### src/rtl/step_ctrl.sv
// Single-step button controller: synchronizes and debounces the raw step button,
// issues one step_en pulse per clean press and waits for the core's acknowledge.
module step_ctrl #(
    parameter int DEBOUNCE_CYCLES = 16,
    parameter int TIMEOUT_CYCLES  = 1024,
    parameter int CNT_W           = 8
) (
    input  logic             clk,
    input  logic             rst_n,
    input  logic             next_inst,
    input  logic             inst_done,
    output logic             step_en,
    output logic             busy,
    output logic             fault,
    output logic [CNT_W-1:0] step_count,
    output logic [2:0]       dbg_state
);

    localparam int MAX_CYC = (DEBOUNCE_CYCLES > TIMEOUT_CYCLES) ? DEBOUNCE_CYCLES : TIMEOUT_CYCLES;
    localparam int CW      = (MAX_CYC > 1) ? $clog2(MAX_CYC) : 1;
    localparam logic [CW-1:0] DEB_LAST = CW'(DEBOUNCE_CYCLES - 1);
    localparam logic [CW-1:0] TO_LAST  = CW'(TIMEOUT_CYCLES - 1);

    typedef enum logic [2:0] {
        IDLE      = 3'd0,
        DEB_PRESS = 3'd1,
        STEP      = 3'd2,
        WAIT_DONE = 3'd3,
        WAIT_REL  = 3'd4
    } state_t;

    state_t           r_state;
    state_t           w_next_state;
    logic             r_s1;
    logic             r_btn_s;
    logic [CW-1:0]    r_cnt;
    logic [CW-1:0]    w_cnt_next;
    logic             r_fault;
    logic             w_fault_set;
    logic             w_step;
    logic [CNT_W-1:0] r_step_count;

    // Two-flop synchronizer; only r_btn_s is visible to the FSM.
    always_ff @(posedge clk or negedge rst_n) begin
        if (!rst_n) begin
            r_s1    <= 1'b0;
            r_btn_s <= 1'b0;
        end else begin
            r_s1    <= next_inst;
            r_btn_s <= r_s1;
        end
    end

    always_ff @(posedge clk or negedge rst_n) begin
        if (!rst_n) begin
            r_state      <= IDLE;
            r_cnt        <= '0;
            r_fault      <= 1'b0;
            r_step_count <= '0;
        end else begin
            r_state <= w_next_state;
            r_cnt   <= w_cnt_next;
            if (w_fault_set) begin
                r_fault <= 1'b1;
            end
            if (w_step) begin
                r_step_count <= r_step_count + 1'b1;
            end
        end
    end

    always_comb begin
        w_next_state = r_state;
        w_cnt_next   = r_cnt;
        w_fault_set  = 1'b0;
        w_step       = 1'b0;
        case (r_state)
            IDLE: begin
                if (r_btn_s) begin
                    w_next_state = DEB_PRESS;
                    w_cnt_next   = '0;
                end
            end
            DEB_PRESS: begin
                if (!r_btn_s) begin
                    w_next_state = IDLE;
                end else if (r_cnt == DEB_LAST) begin
                    w_next_state = STEP;
                end else begin
                    w_cnt_next = r_cnt + 1'b1;
                end
            end
            STEP: begin
                // Counter is cleared on both exits so the release count always starts fresh.
                w_step       = 1'b1;
                w_cnt_next   = '0;
                w_next_state = inst_done ? WAIT_REL : WAIT_DONE;
            end
            WAIT_DONE: begin
                if (inst_done) begin
                    w_next_state = WAIT_REL;
                    w_cnt_next   = '0;
                end else if (r_cnt == TO_LAST) begin
                    w_fault_set  = 1'b1;
                    w_next_state = WAIT_REL;
                    w_cnt_next   = '0;
                end else begin
                    w_cnt_next = r_cnt + 1'b1;
                end
            end
            WAIT_REL: begin
                if (r_btn_s) begin
                    w_cnt_next = '0;
                end else if (r_cnt == DEB_LAST) begin
                    w_next_state = IDLE;
                end else begin
                    w_cnt_next = r_cnt + 1'b1;
                end
            end
            default: begin
                w_next_state = IDLE;
                w_cnt_next   = '0;
            end
        endcase
    end

    assign step_en    = (r_state == STEP);
    assign busy       = (r_state != IDLE);
    assign fault      = r_fault;
    assign step_count = r_step_count;
    assign dbg_state  = r_state;

endmodule
### config.mk
export PLATFORM = sky130hd
export DESIGN_NAME = step_ctrl
export DESIGN_NICKNAME = d
export VERILOG_FILES = /design/src/rtl/step_ctrl.sv
export SDC_FILE = /design/constraint.sdc
export NUM_CORES = 1
export LEC_CHECK = 0
export ABC_AREA = 1
export ABC_CLOCK_PERIOD_IN_PS = 1800
export CORE_MARGIN = 5
export CORE_UTILIZATION = 36
export CTS_CLUSTER_SIZE = 30
export DETAILED_ROUTE_END_ITERATION = 16
export PLACE_DENSITY = 0.58
export SLEW_MARGIN = 40
export SYNTH_ARGS = -nofsm -noshare
export SYNTH_HDL_FRONTEND = slang
export SYNTH_SLANG_ARGS = --single-unit
export TNS_END_PERCENT = 50
### constraint.sdc
create_clock -name clk -period 1.8 [get_ports clk]
set_input_delay 0.18 -clock clk [delete_from_list [all_inputs] [get_ports clk]]
set_output_delay 0.18 -clock clk [all_outputs]
set_load 0.02 [all_outputs]
==> results of run 1 <==
[kinds of logic after synthesis]
family	Yosys count
flip-flops	24
XOR/XNOR	11
AO/OA/AOI/OAI	17
adder cells (fa/ha/maj)	2
AND/OR/NAND/NOR	84
buffers and inverters	21
[power groups by stage]
stage	Combinational, mW	Clock [mW]	Sequential [mW]
floorplan	0.0963	0	0.607
global placement	0.145	0	0.609
detailed placement	0.143	0	0.611
CTS	0.143	0.488	0.601
global route	0.164	0.517	0.605
finish	0.140	0.470	0.602
[worst max-delay path by stage]
stage                                        start                   endpoint  slack, ns
after floorplan           dbg_state[0]$_DFFE_PN0P_  step_count[7]$_DFFE_PN0P_       0.37
after global routing      dbg_state[0]$_DFFE_PN0P_                       busy     0.0002
final                     dbg_state[1]$_DFFE_PN0P_                       busy       0.07
after CTS                 dbg_state[1]$_DFFE_PN0P_                       busy       0.07
after detailed placement  dbg_state[0]$_DFFE_PN0P_                    step_en       0.28
after global placement        r_cnt[0]$_DFFE_PN0P_   dbg_state[0]$_DFFE_PN0P_       0.31
[metrics by stage]
step	instances	hold WS [ns]	utilization
global placement	225	0.333	0.437
detailed placement	225	0.340	0.437
global route	229	0.293	0.456
CTS	229	0.267	0.456
floorplan	159	-0.116	-
finish	229	0.262	0.456
[sequential cells by signal (all words and copies together) (netlist names)]
name and flops:
r_btn_s 1, step_count 8, dbg_state 3, r_cnt 10
fault 1, r_s1 1
[worst max-delay path, cell delays in order (launching register included)]
cell	delay [ns]
dfrtp_1	0.46
nor2_2	0.16
nand2_1	0.11
clkdlybuf4s50_1	0.55
[metal layers]
| metal | vias up | track usage |
|---|---|---|
| met1 | 506 | 0.151 |
| met4 | 0 | 0.0271 |
| li1 | 552 | - |
| met5 | - | 0 |
| met2 | 28 | 0.195 |
| met3 | 2 | 0.0407 |
[layout by cell type (no fill, tap or decap), drive strengths merged]
cell type,instances
nand2,41
dfrtp,24
inv,20
nor2,19
nand3,18
clkdlybuf4s50,16
xor2,8
o21ai,8
nand4,5
xnor2,3
clkbuf,3
a21oi,3
o21bai,2
ha,2
buf,2
nor3,1
o22ai,1
o211ai,1
a31o,1
a21boi,1
bufinv,1
dlygate4sd2,1
[layout make-up]
| class | instances | area share |
|---|---|---|
| multi-input cells | 114 | 0.406 |
| flip-flops and latches | 24 | 0.360 |
| repair buffers | 19 | 0.110 |
| inverters | 20 | 0.0450 |
| well taps | 48 | 0.0360 |
| clock buffers | 3 | 0.0247 |
| clock inverters | 1 | 0.0180 |
[timing repair]
action / in CTS / in global routing
gates resized for setup: 1 / 0
endpoints found under the hold margin: 0 / 0
endpoints found under the setup margin: 1 / 0
hold buffers: 0 / 0
==> impl_metrics.csv, run 1 <==
group,metric,value,unit
outcome,status,"complete, no violations",
logic_synthesis,ys_top_cells_by_area,"dfrtp_1 (44%), nand2_1 (9.9%), inv_1 (5.2%)",
power,power_density,726,nW/um^2
global_route,grt_start_max_net_pins,25,
sta,relSlewSlack,0.792,
floorplan,die-area,5110,um^2
logic_synthesis,synth_most_common_cell,"nand2_1",
setup_path,regToRegSetupSlack,0.27,ns
logic_synthesis,synth-simple-area-share,0.322,
sta,tightest_slew,0.312,ns
logic_synthesis,synth_seq_area_share,0.441,
logic_synthesis,netlist_area,1360,um^2
placement,dp_slack,0.283,ns
logic_synthesis,synthCells,159,
logic_synthesis,async_flop_share,1.00,
routing,routedLengthMet1,1.28,mm
routing,wirelength,2.70,mm
cts,htree_levels,1,
setup_path,r2r_cells,8,
logic_synthesis,synth_top_area_frac,0.441,
logic_synthesis,ys.warnings.count,0,
power,clkPwrFrac,0.388,
finish,fillers,348,
setup_path,critical_path_class,"reg2out",
sta,fin_crit,1.73,ns
sta,hold_viol,0,
routing,met3WireLength,150,um
finish,num_antenna_cells,0,
global_route,grtUsageTotal,0.119,
setup_path,arrival,1.55,ns
routing,drt_iter0_drc,50,
finish,syn_to_final_growth,22.6,%
logic_synthesis,synth_fa_ha_area_frac,0.0184,
sta,rsz0062_at_grt,"false",
cts,clkLatencyLatePin,0.27,ns
placement,gp_congestion,0.974,
logic_synthesis,synthTopCellsByCount,"nand2_1 (36), dfrtp_1 (24), inv_1 (19)",
power,seqPwrFrac,0.497,
floorplan,fp-row-count,22,
global_route,grt_first_pass_wirelength,4.88,mm
sta,setup_ws,0.0709,ns
routing,antenna_left,0,
routing,drtPass1Iterations,6,
power,p_total,1.21,mW
logic_synthesis,synth-edff-count,0,
sta,setup_tns,0,ns
global_route,overflow,0,
floorplan,start_util,0.372,
logic_synthesis,ys_ff_latch,24,
sta,finalSetupViolCount,0,
setup_path,timing.rr.end,"dbg_state[0]$_DFFE_PN0P_",
logic_synthesis,muxShareOfSynthArea,0,
cts,cts_tree,"yes",
power,p_switching,0.287,mW
setup_path,critPathCaptureType,"primary output",
routing,highest_layer,"met4",
setup_path,startpoint_type,"flop",
placement,dp_hpwl,2.07,mm
cts,cts_buffer_depth,2,
finish,final-seq-area,601,um^2
placement,io_buffers,17,
power,sw_frac_of_total,0.237,
sta,slew_viol_final,0,
routing,wl_met2,1.25,mm
floorplan,fp.coreArea,3660,um^2
routing,vias,1088,
hold_path,min_path_type,"in2async",
run,drv_cap,0,
routing,wl_per_cell,11.8,um
cts,clock_sinks,24,
global_route,antenna_found_initial,0,
cts,clkTransAtPathRegs,0.09,ns
setup_path,worstPathRequired,1.62,ns
logic_synthesis,avgSynthCellArea,8.56,um^2
cts,cts_buffers,3,
logic_synthesis,synth_compound_area_frac,0.0873,
finish,multi_input_area,678,um^2
logic_synthesis,yosysTopAreaCell,"dfrtp_1",
routing,drc,0,
power,pwr-share-comb,0.115,
finish,final_area,1670,um^2
cts,post_cts_buffers,0,
routing,viasPerCell,4.75,
logic_synthesis,synth-main-ff-cell,"dfrtp_1",
global_route,grt_pass1_vias,1073,
setup_path,critPathMaxFanout,6,
floorplan,die-height,71.5,um
setup_path,rr_startpoint,"r_cnt[0]$_DFFE_PN0P_",
sta,fin_crit_sh,0.961,
power,p_leak,0.766,nW
logic_synthesis,synth_top_family_by_area,"simple AND/OR/NAND/NOR gates",
finish,drive_above_1_share,0.160,
finish,nNetsFinal,188,
placement,place_area,1600,um^2
power,peakVddDrop,0.456,mV
sta,fin_worst_skew,0.00431,ns
power,p_int,0.925,mW
sta,fmax,0.578,GHz
logic_synthesis,syn_nets,165,
floorplan,chipWidth,71.5,um
floorplan,num_io_pins,18,
cts,cts_root_buffer,"clkbuf_8",
logic_synthesis,synth_xor_area_frac,0.0708,
logic_synthesis,synth.distinct_cells,28,
Note: power is estimated with default switching activity, not from simulation.
==> run 2, diff against run 1 <==
- CORE_UTILIZATION: 36 -> 40
- PLACE_DENSITY: 0.58 -> 0.63
- SLEW_MARGIN: 40 -> default
==> impl_metrics.csv, run 2 (synthesis gave the netlist of run 1 again) <==
group,metric,value,unit
floorplan,fp-row-count,21,
cts,cts_buffer_depth,2,
finish,syn_to_final_growth,19.8,%
floorplan,die-area,4670,um^2
finish,layout_common_cells,"nand2_1 (36), dfrtp_1 (24), inv_1 (19)",
placement,io_buffers,17,
cts,cts_tree,"yes",
placement,dp_slack,0.277,ns
setup_path,cp_slowest_cell,"clkdlybuf4s50_1",
cts,clock_sinks,24,
finish,mostFrequentLayoutCell,"nand2_1",
global_route,grt_first_pass_wirelength,5.04,mm
routing,drtPass1Iterations,4,
finish,nNetsFinal,188,
global_route,grtUsageTotal,0.145,
sta,fin_crit_sh,0.907,
routing,drt_iter0_drc,43,
routing,antenna_left,0,
sta,whs,0.196,ns
cts,post_cts_buffers,0,
cts,clkTransAtPathRegs,0.14,ns
sta,finalSetupViolCount,0,
floorplan,die-height,68.3,um
cts,cts_buffers,3,
power,power_density,636,nW/um^2
cts,clkLatencyLatePin,0.32,ns
setup_path,critical_path_class,"reg2out",
finish,largest_reg_flops,10,
floorplan,fp.coreArea,3310,um^2
setup_path,critPathMaxFanout,6,
global_route,antenna_found_initial,0,
placement,gp_congestion,0.855,
sta,fin_worst_skew,0.00356,ns
power,p_leak,0.749,nW
finish,drive_above_1_share,0.160,
finish,layout.cells.non_filler,227,
setup_path,path_buf_inv,1,
finish,final_area,1630,um^2
sta,hold_viol,0,
routing,drc,0,
setup_path,startpoint_type,"flop",
hold_path,min_path_type,"in2async",
setup_path,cpLargestDelayFamily,"buffers and inverters",
sta,fin_crit,1.63,ns
sta,setup_tns,0,ns
routing,wirelength,2.89,mm
sta,slew_viol_final,0,
floorplan,chipWidth,68.3,um
cts,htree_levels,1,
setup_path,slowest_delay,0.65,ns
power,peakVddDrop,0.344,mV
setup_path,worstPathRequired,1.62,ns
run,drv_cap,0,
sta,setup_ws,0.168,ns
routing,wl_per_cell,12.7,um
floorplan,num_io_pins,18,
floorplan,start_util,0.411,
outcome,status,"complete, no violations",
sta,tightest_slew,0.318,ns
sta,relSlewSlack,0.788,
setup_path,arrival,1.45,ns
setup_path,crit_chain,"clkdlybuf4s50_1",
placement,dp_hpwl,2.16,mm
placement,place_inst,223,
placement,place_area,1600,um^2
global_route,overflow,0,
routing,viasPerCell,4.89,
finish,num_antenna_cells,0,
setup_path,critPathCaptureType,"primary output",
sta,rsz0062_at_grt,"false",
global_route,grt_start_max_net_pins,25,
cts,cts_root_buffer,"clkbuf_4",
finish,largest-register,"r_cnt",
routing,vias,1109,
sta,fmax,0.613,GHz
global_route,grt_pass1_vias,1125,
==> run 2: cell types whose count changed in the layout (fill, tap and decap cells not counted) <==
| cell | change |
|---|---|
| bufinv_16 | -1 |
| clkdlybuf4s50_1 | -1 |
| clkbuf_8 | -2 |
| dlygate4sd2_1 | +1 |
| clkbuf_4 | +3 |
==> run 2: routing by layer <==
metal,vias to the layer above,part of all wire,GRT usage
li1,556,-,-
met1,528,0.46,0.181
met2,21,0.49,0.252
met3,4,0.039,0.0246
met4,0,0.0087,0.0447
met5,-,0,0
==> run 2: path summary, 6_finish.rpt <==
kind / from / endpoint / slack [ns] / depth (start not counted)
worst max-delay path: dbg_state[1]$_DFFE_PN0P_ / dbg_state[1] / 0.17 / 1
worst min-delay path: rst_n / r_cnt[6]$_DFFE_PN0P_ / 0.20 / 2
worst max register to register: r_cnt[0]$_DFFE_PN0P_ / dbg_state[0]$_DFFE_PN0P_ / 0.25 / 8
worst min register to register: r_s1$_DFF_PN0_ / r_btn_s$_DFF_PN0_ / 0.37 / 0
max in group asynchronous: rst_n / step_count[3]$_DFFE_PN0P_ / 1.36 / 2
min in group clk: next_inst / r_s1$_DFF_PN0_ / 0.28 / 1
==> run 2: metrics by stage <==
| stage | power [mW] | util |
|---|---|---|
| global route | 1.09 | 0.492 |
| CTS | 1.05 | 0.492 |
| finish | 1.04 | 0.492 |
| detailed placement | 0.756 | 0.482 |
| global placement | 0.744 | 0.482 |
| floorplan | 0.703 | - |
==> run 2: repair_timing <==
| item | 4_1_cts | 5_1_grt |
|---|---|---|
| setup endpoints to repair | 2 | 0 |
| hold buffers | 0 | 0 |
| resized for setup | 2 | 0 |
==> run 2: report_power, final <==
part | total, mW | leakage [nW] | switching [mW] | internal (mW)
combinational | 0.140 | 0.408 | 0.0842 | 0.0562
sequential | 0.601 | 0.320 | 0.0297 | 0.571
clock | 0.295 | 0.0210 | 0.171 | 0.124
==> run 2: final cells by class <==
class                           count  area (um^2)
Fill cell                         338         1680
Clock buffer                        4         36.3
Inverter                           20         75.1
Tap cell                           46         57.6
Multi-Input combinational cell    114          678
Sequential cell                    24          601
Timing Repair Buffer               19          183
==> run 3, diff against run 2 <==
- RECOVER_POWER: default -> 100
==> impl_metrics.csv, run 3 (synthesis gave the netlist of run 1 again) <==
group,metric,value,unit
setup_path,critPathMaxFanout,6,
cts,cts_buffer_depth,2,
floorplan,num_io_pins,18,
setup_path,path_buf_inv,1,
floorplan,start_util,0.411,
placement,dp_hpwl,2.16,mm
cts,cts_root_buffer,"clkbuf_4",
cts,post_cts_buffers,0,
placement,gp_congestion,0.855,
finish,num_antenna_cells,0,
setup_path,critical_path_class,"reg2out",
placement,place_inst,223,
floorplan,die-height,68.3,um
setup_path,worstPathRequired,1.62,ns
cts,cts_buffers,3,
finish,layout_common_cells,"nand2_1 (36), dfrtp_1 (24), inv_1 (20)",
finish,final_area,1590,um^2
sta,whs,0.373,ns
sta,finalSetupViolCount,0,
setup_path,rr_startpoint,"r_cnt[0]$_DFFE_PN0P_",
power,power_density,649,nW/um^2
outcome,status,"complete, no violations",
global_route,grtUsageTotal,0.145,
power,p_switching,0.282,mW
setup_path,cpLargestDelayFamily,"buffers and inverters",
routing,drtPass1Iterations,4,
global_route,overflow,0,
setup_path,r2r_cells,8,
routing,wl_per_cell,12.6,um
sta,tightest_slew,1.35,ns
sta,setup_tns,0,ns
routing,vias,1104,
routing,wirelength,2.86,mm
hold_path,whs_path_depth,0,
floorplan,fp.coreArea,3310,um^2
global_route,grt_pass1_vias,1125,
sta,hold_viol,0,
finish,nNetsFinal,188,
floorplan,die-area,4670,um^2
cts,clkLatencyLatePin,0.32,ns
finish,largest_reg_flops,10,
global_route,antenna_found_initial,0,
placement,place_area,1600,um^2
finish,drive_above_1_share,0.110,
power,clkPwrFrac,0.287,
global_route,grt_first_pass_wirelength,5.04,mm
setup_path,crit_chain,"dlygate4sd3_1",
run,drv_cap,0,
routing,drc,0,
power,p_leak,0.762,nW
sta,fin_worst_skew,0.00295,ns
floorplan,chipWidth,68.3,um
cts,cts_tree,"yes",
hold_path,min_to,"r_btn_s$_DFF_PN0_",
cts,clkTransAtPathRegs,0.13,ns
routing,drt_iter0_drc,48,
sta,fmax,0.596,GHz
sta,fin_crit_sh,0.931,
power,sw_frac_of_total,0.274,
power,peakVddDrop,0.342,mV
routing,viasPerCell,4.86,
finish,layout.cells.non_filler,227,
sta,relSlewSlack,0.103,
setup_path,cp_slowest_cell,"dlygate4sd3_1",
setup_path,slowest_delay,0.71,ns
finish,mostFrequentLayoutCell,"nand2_1",
placement,io_buffers,17,
sta,rsz0062_at_grt,"false",
setup_path,startpoint_type,"flop",
sta,slew_viol_final,0,
hold_path,hp-start,"r_s1$_DFF_PN0_",
setup_path,arrival,1.50,ns
power,p_int,0.748,mW
finish,largest-register,"r_cnt",
power,pwr-share-comb,0.130,
finish,syn_to_final_growth,16.5,%
routing,antenna_left,0,
hold_path,min_path_type,"reg2reg",
cts,htree_levels,1,
sta,fin_crit,1.68,ns
setup_path,timing.rr.end,"r_cnt[9]$_DFFE_PN0P_",
cts,clock_sinks,24,
setup_path,regToRegSetupSlack,0.21,ns
setup_path,critPathCaptureType,"primary output",
floorplan,fp-row-count,21,
global_route,grt_start_max_net_pins,25,
power,seqPwrFrac,0.583,
## run 3: cell count changes in the layout (fill, tap and decap cells not counted), moves of 2 or more
cell,change
nand2_4,-2
clkbuf_1,+2
nand3_2,-2
nand2_2,+2
buf_4,-2
dlygate4sd3_1,+13
clkdlybuf4s50_1,-13
nand3_1,+2
o21ai_2,-2
## run 3: metal layers
layer | vias to the layer above | GRT usage | routed length, um
met5 | - | 0 | 0
met3 | 4 | 0.0246 | 109
met1 | 528 | 0.181 | 1320
met2 | 15 | 0.252 | 1400
li1 | 557 | - | -
met4 | 0 | 0.0447 | 25
## run 3: worst max path at each step
stage | from | depth (start not counted) | end | slack (ns)
2_1_floorplan | dbg_state[0]$_DFFE_PN0P_ | 7 | step_count[7]$_DFFE_PN0P_ | 0.37
3_3_place_gp | r_cnt[0]$_DFFE_PN0P_ | 8 | dbg_state[0]$_DFFE_PN0P_ | 0.30
3_5_place_dp | r_cnt[0]$_DFFE_PN0P_ | 8 | r_cnt[3]$_DFFE_PN0P_ | 0.28
4_1_cts | dbg_state[1]$_DFFE_PN0P_ | 1 | dbg_state[1] | 0.16
5_1_grt | dbg_state[1]$_DFFE_PN0P_ | 1 | dbg_state[1] | 0.05
6_report | dbg_state[1]$_DFFE_PN0P_ | 1 | dbg_state[1] | 0.12
## run 3: what timing repair did
action                     CTS  global route
hold buffers                 0             0
setup endpoints to repair    2             0
resized for setup            2             0
## run 3: power groups by stage
| stage | Combinational [mW] | Sequential (mW) | Clock (mW) |
|---|---|---|---|
| floorplan | 0.0963 | 0.607 | 0 |
| finish | 0.134 | 0.600 | 0.295 |
| global placement | 0.135 | 0.609 | 0 |
| global route | 0.153 | 0.606 | 0.329 |
| detailed placement | 0.143 | 0.612 | 0 |
| CTS | 0.145 | 0.601 | 0.307 |
## run 3: area by class of cell
| class | count | area, um^2 |
|---|---|---|
| fill | 345 | 1720 |
| multi-input combinational | 114 | 642 |
| sequential | 24 | 601 |
| timing repair buffer | 19 | 175 |
| inverter | 20 | 75.1 |
| tap | 46 | 57.6 |
| clock buffer | 4 | 36.3 |
## run 3: stage by stage
stage                      util  worst slack (ns)  power (mW)
after floorplan               -             0.372       0.703
after global placement    0.482             0.303       0.744
after detailed placement  0.482             0.277       0.756
after CTS                 0.492             0.161        1.05
after global routing      0.479            0.0506        1.09
final                     0.479             0.123        1.03
==> variant: new RTL, flow settings as in run 1 <==
Add an input register stage for `next_inst` and `inst_done`, without a reset; this delays them by one clock.
--- a/src/rtl/step_ctrl.sv
+++ b/src/rtl/step_ctrl.sv
@@ -29,6 +29,14 @@
         WAIT_REL  = 3'd4
     } state_t;
 
+    logic next_inst_q;
+    logic inst_done_q;
+
+    always_ff @(posedge clk) begin
+        next_inst_q <= next_inst;
+        inst_done_q <= inst_done;
+    end
+
     state_t           r_state;
     state_t           w_next_state;
     logic             r_s1;
@@ -46,7 +54,7 @@
             r_s1    <= 1'b0;
             r_btn_s <= 1'b0;
         end else begin
-            r_s1    <= next_inst;
+            r_s1    <= next_inst_q;
             r_btn_s <= r_s1;
         end
     end
@@ -94,10 +102,10 @@
                 // Counter is cleared on both exits so the release count always starts fresh.
                 w_step       = 1'b1;
                 w_cnt_next   = '0;
-                w_next_state = inst_done ? WAIT_REL : WAIT_DONE;
+                w_next_state = inst_done_q ? WAIT_REL : WAIT_DONE;
             end
             WAIT_DONE: begin
-                if (inst_done) begin
+                if (inst_done_q) begin
                     w_next_state = WAIT_REL;
                     w_cnt_next   = '0;
                 end else if (r_cnt == TO_LAST) begin
Check against the original RTL: not equivalent (Yosys sat finds a counterexample within 4 cycles, from zero or initial values and one cycle with rst_n low).
==> variant against run 1 <==
- synthesized area up 7.9%
- setup slack improved by 0.12 ns
- count of clock-buffer cells in the layout grew 1
- sequential cell count increased by 2
- cell area increased by 4.0%
- routed wire length grew 18%
- critical path type unchanged
- critical endpoint is now step_en
- largest cell class unchanged
- highest routed layer unchanged
Power is not compared: it rests on default switching activity, and its combinational part moved more than twofold at a synthesized area within 25%.
==> variant: results (changes against run 1) <==
[grt]
grt_pass1_vias=1345  ; +25%
grtUsageTotal=0.1354  ; +0.01635
met1_usage=0.1668  ; +0.01537
met3_usage=0.02599  ; -0.01468

[route]
drt-met1-wl_mm=1.457  ; +14%
met2_length_mm=1.570  ; +25%
wirelength_mm=3.179  ; +18%
dr_wl_met3_um=110  ; -27%

[sta]
setup_ws_ns=0.1905  ; +0.1196 ns
whs_ns=0.2659  ; +0.003939 ns
slew_headroom=0.6805  ; -0.1113

[setup_path]
slowest_stage=dfrtp_1
reg2reg_slack_ns=0.24  ; -0.03 ns
worstPathMaxFanout=7  ; +1
critPathArrivalTime_ns=1.43  ; -0.12 ns

[place]
postPlaceCellArea_um2=1679  ; +5.0%
dp.cells=241  ; +7.1%
gp_congestion=0.9267  ; -4.9%
dp_worst_setup_slack_ns=0.2203  ; -0.06317 ns

[yosys]
synthTopCellsByArea=dfrtp_1 41%, nand2_1 12%, inv_1 4.9%
synthesis.nets=182  ; +10%
synthDistinctLibCells=29  ; +3.6%
synthTopCellsByCount=47 x nand2_1, 24 x dfrtp_1, 19 x inv_1
avgSynthCellArea_um2=8.346  ; -2.5%

[outcome]
status=finished clean

variant: cell count changes after synthesis, moves of 2 or more:
| cell | change |
|---|---|
| nand3_2 | -4 |
| o21ai_0 | +2 |
| dfxtp_1 | +2 |
| a31oi_1 | +2 |
| nand4_1 | +3 |
| nand2_1 | +11 |
| a21oi_1 | -2 |
| o21bai_1 | -2 |
| nand3_4 | +2 |
variant: cell families (layout without fill, tap and decap cells):
family,count (synthesis),after routing,synth area share
adders and majority gates,2,2,0.01703
AOI/OAI and AO/OA,18,18,0.08689
DFF,26,26,0.4361
xor gates and xnor gates,9,9,0.05367
buffers and inverters,25,44,0.07751
and+or+nand+nor,96,96,0.3288
variant: final cells by class:
type / instances / area, um2
inverters: 22 / 83.83
well taps: 50 / 62.56
flip-flops and latches: 26 / 640.6
repair buffers: 18 / 178.9
fillers: 364 / 2236
multi-input cells: 125 / 714.4
clock buffers: 4 / 55.05
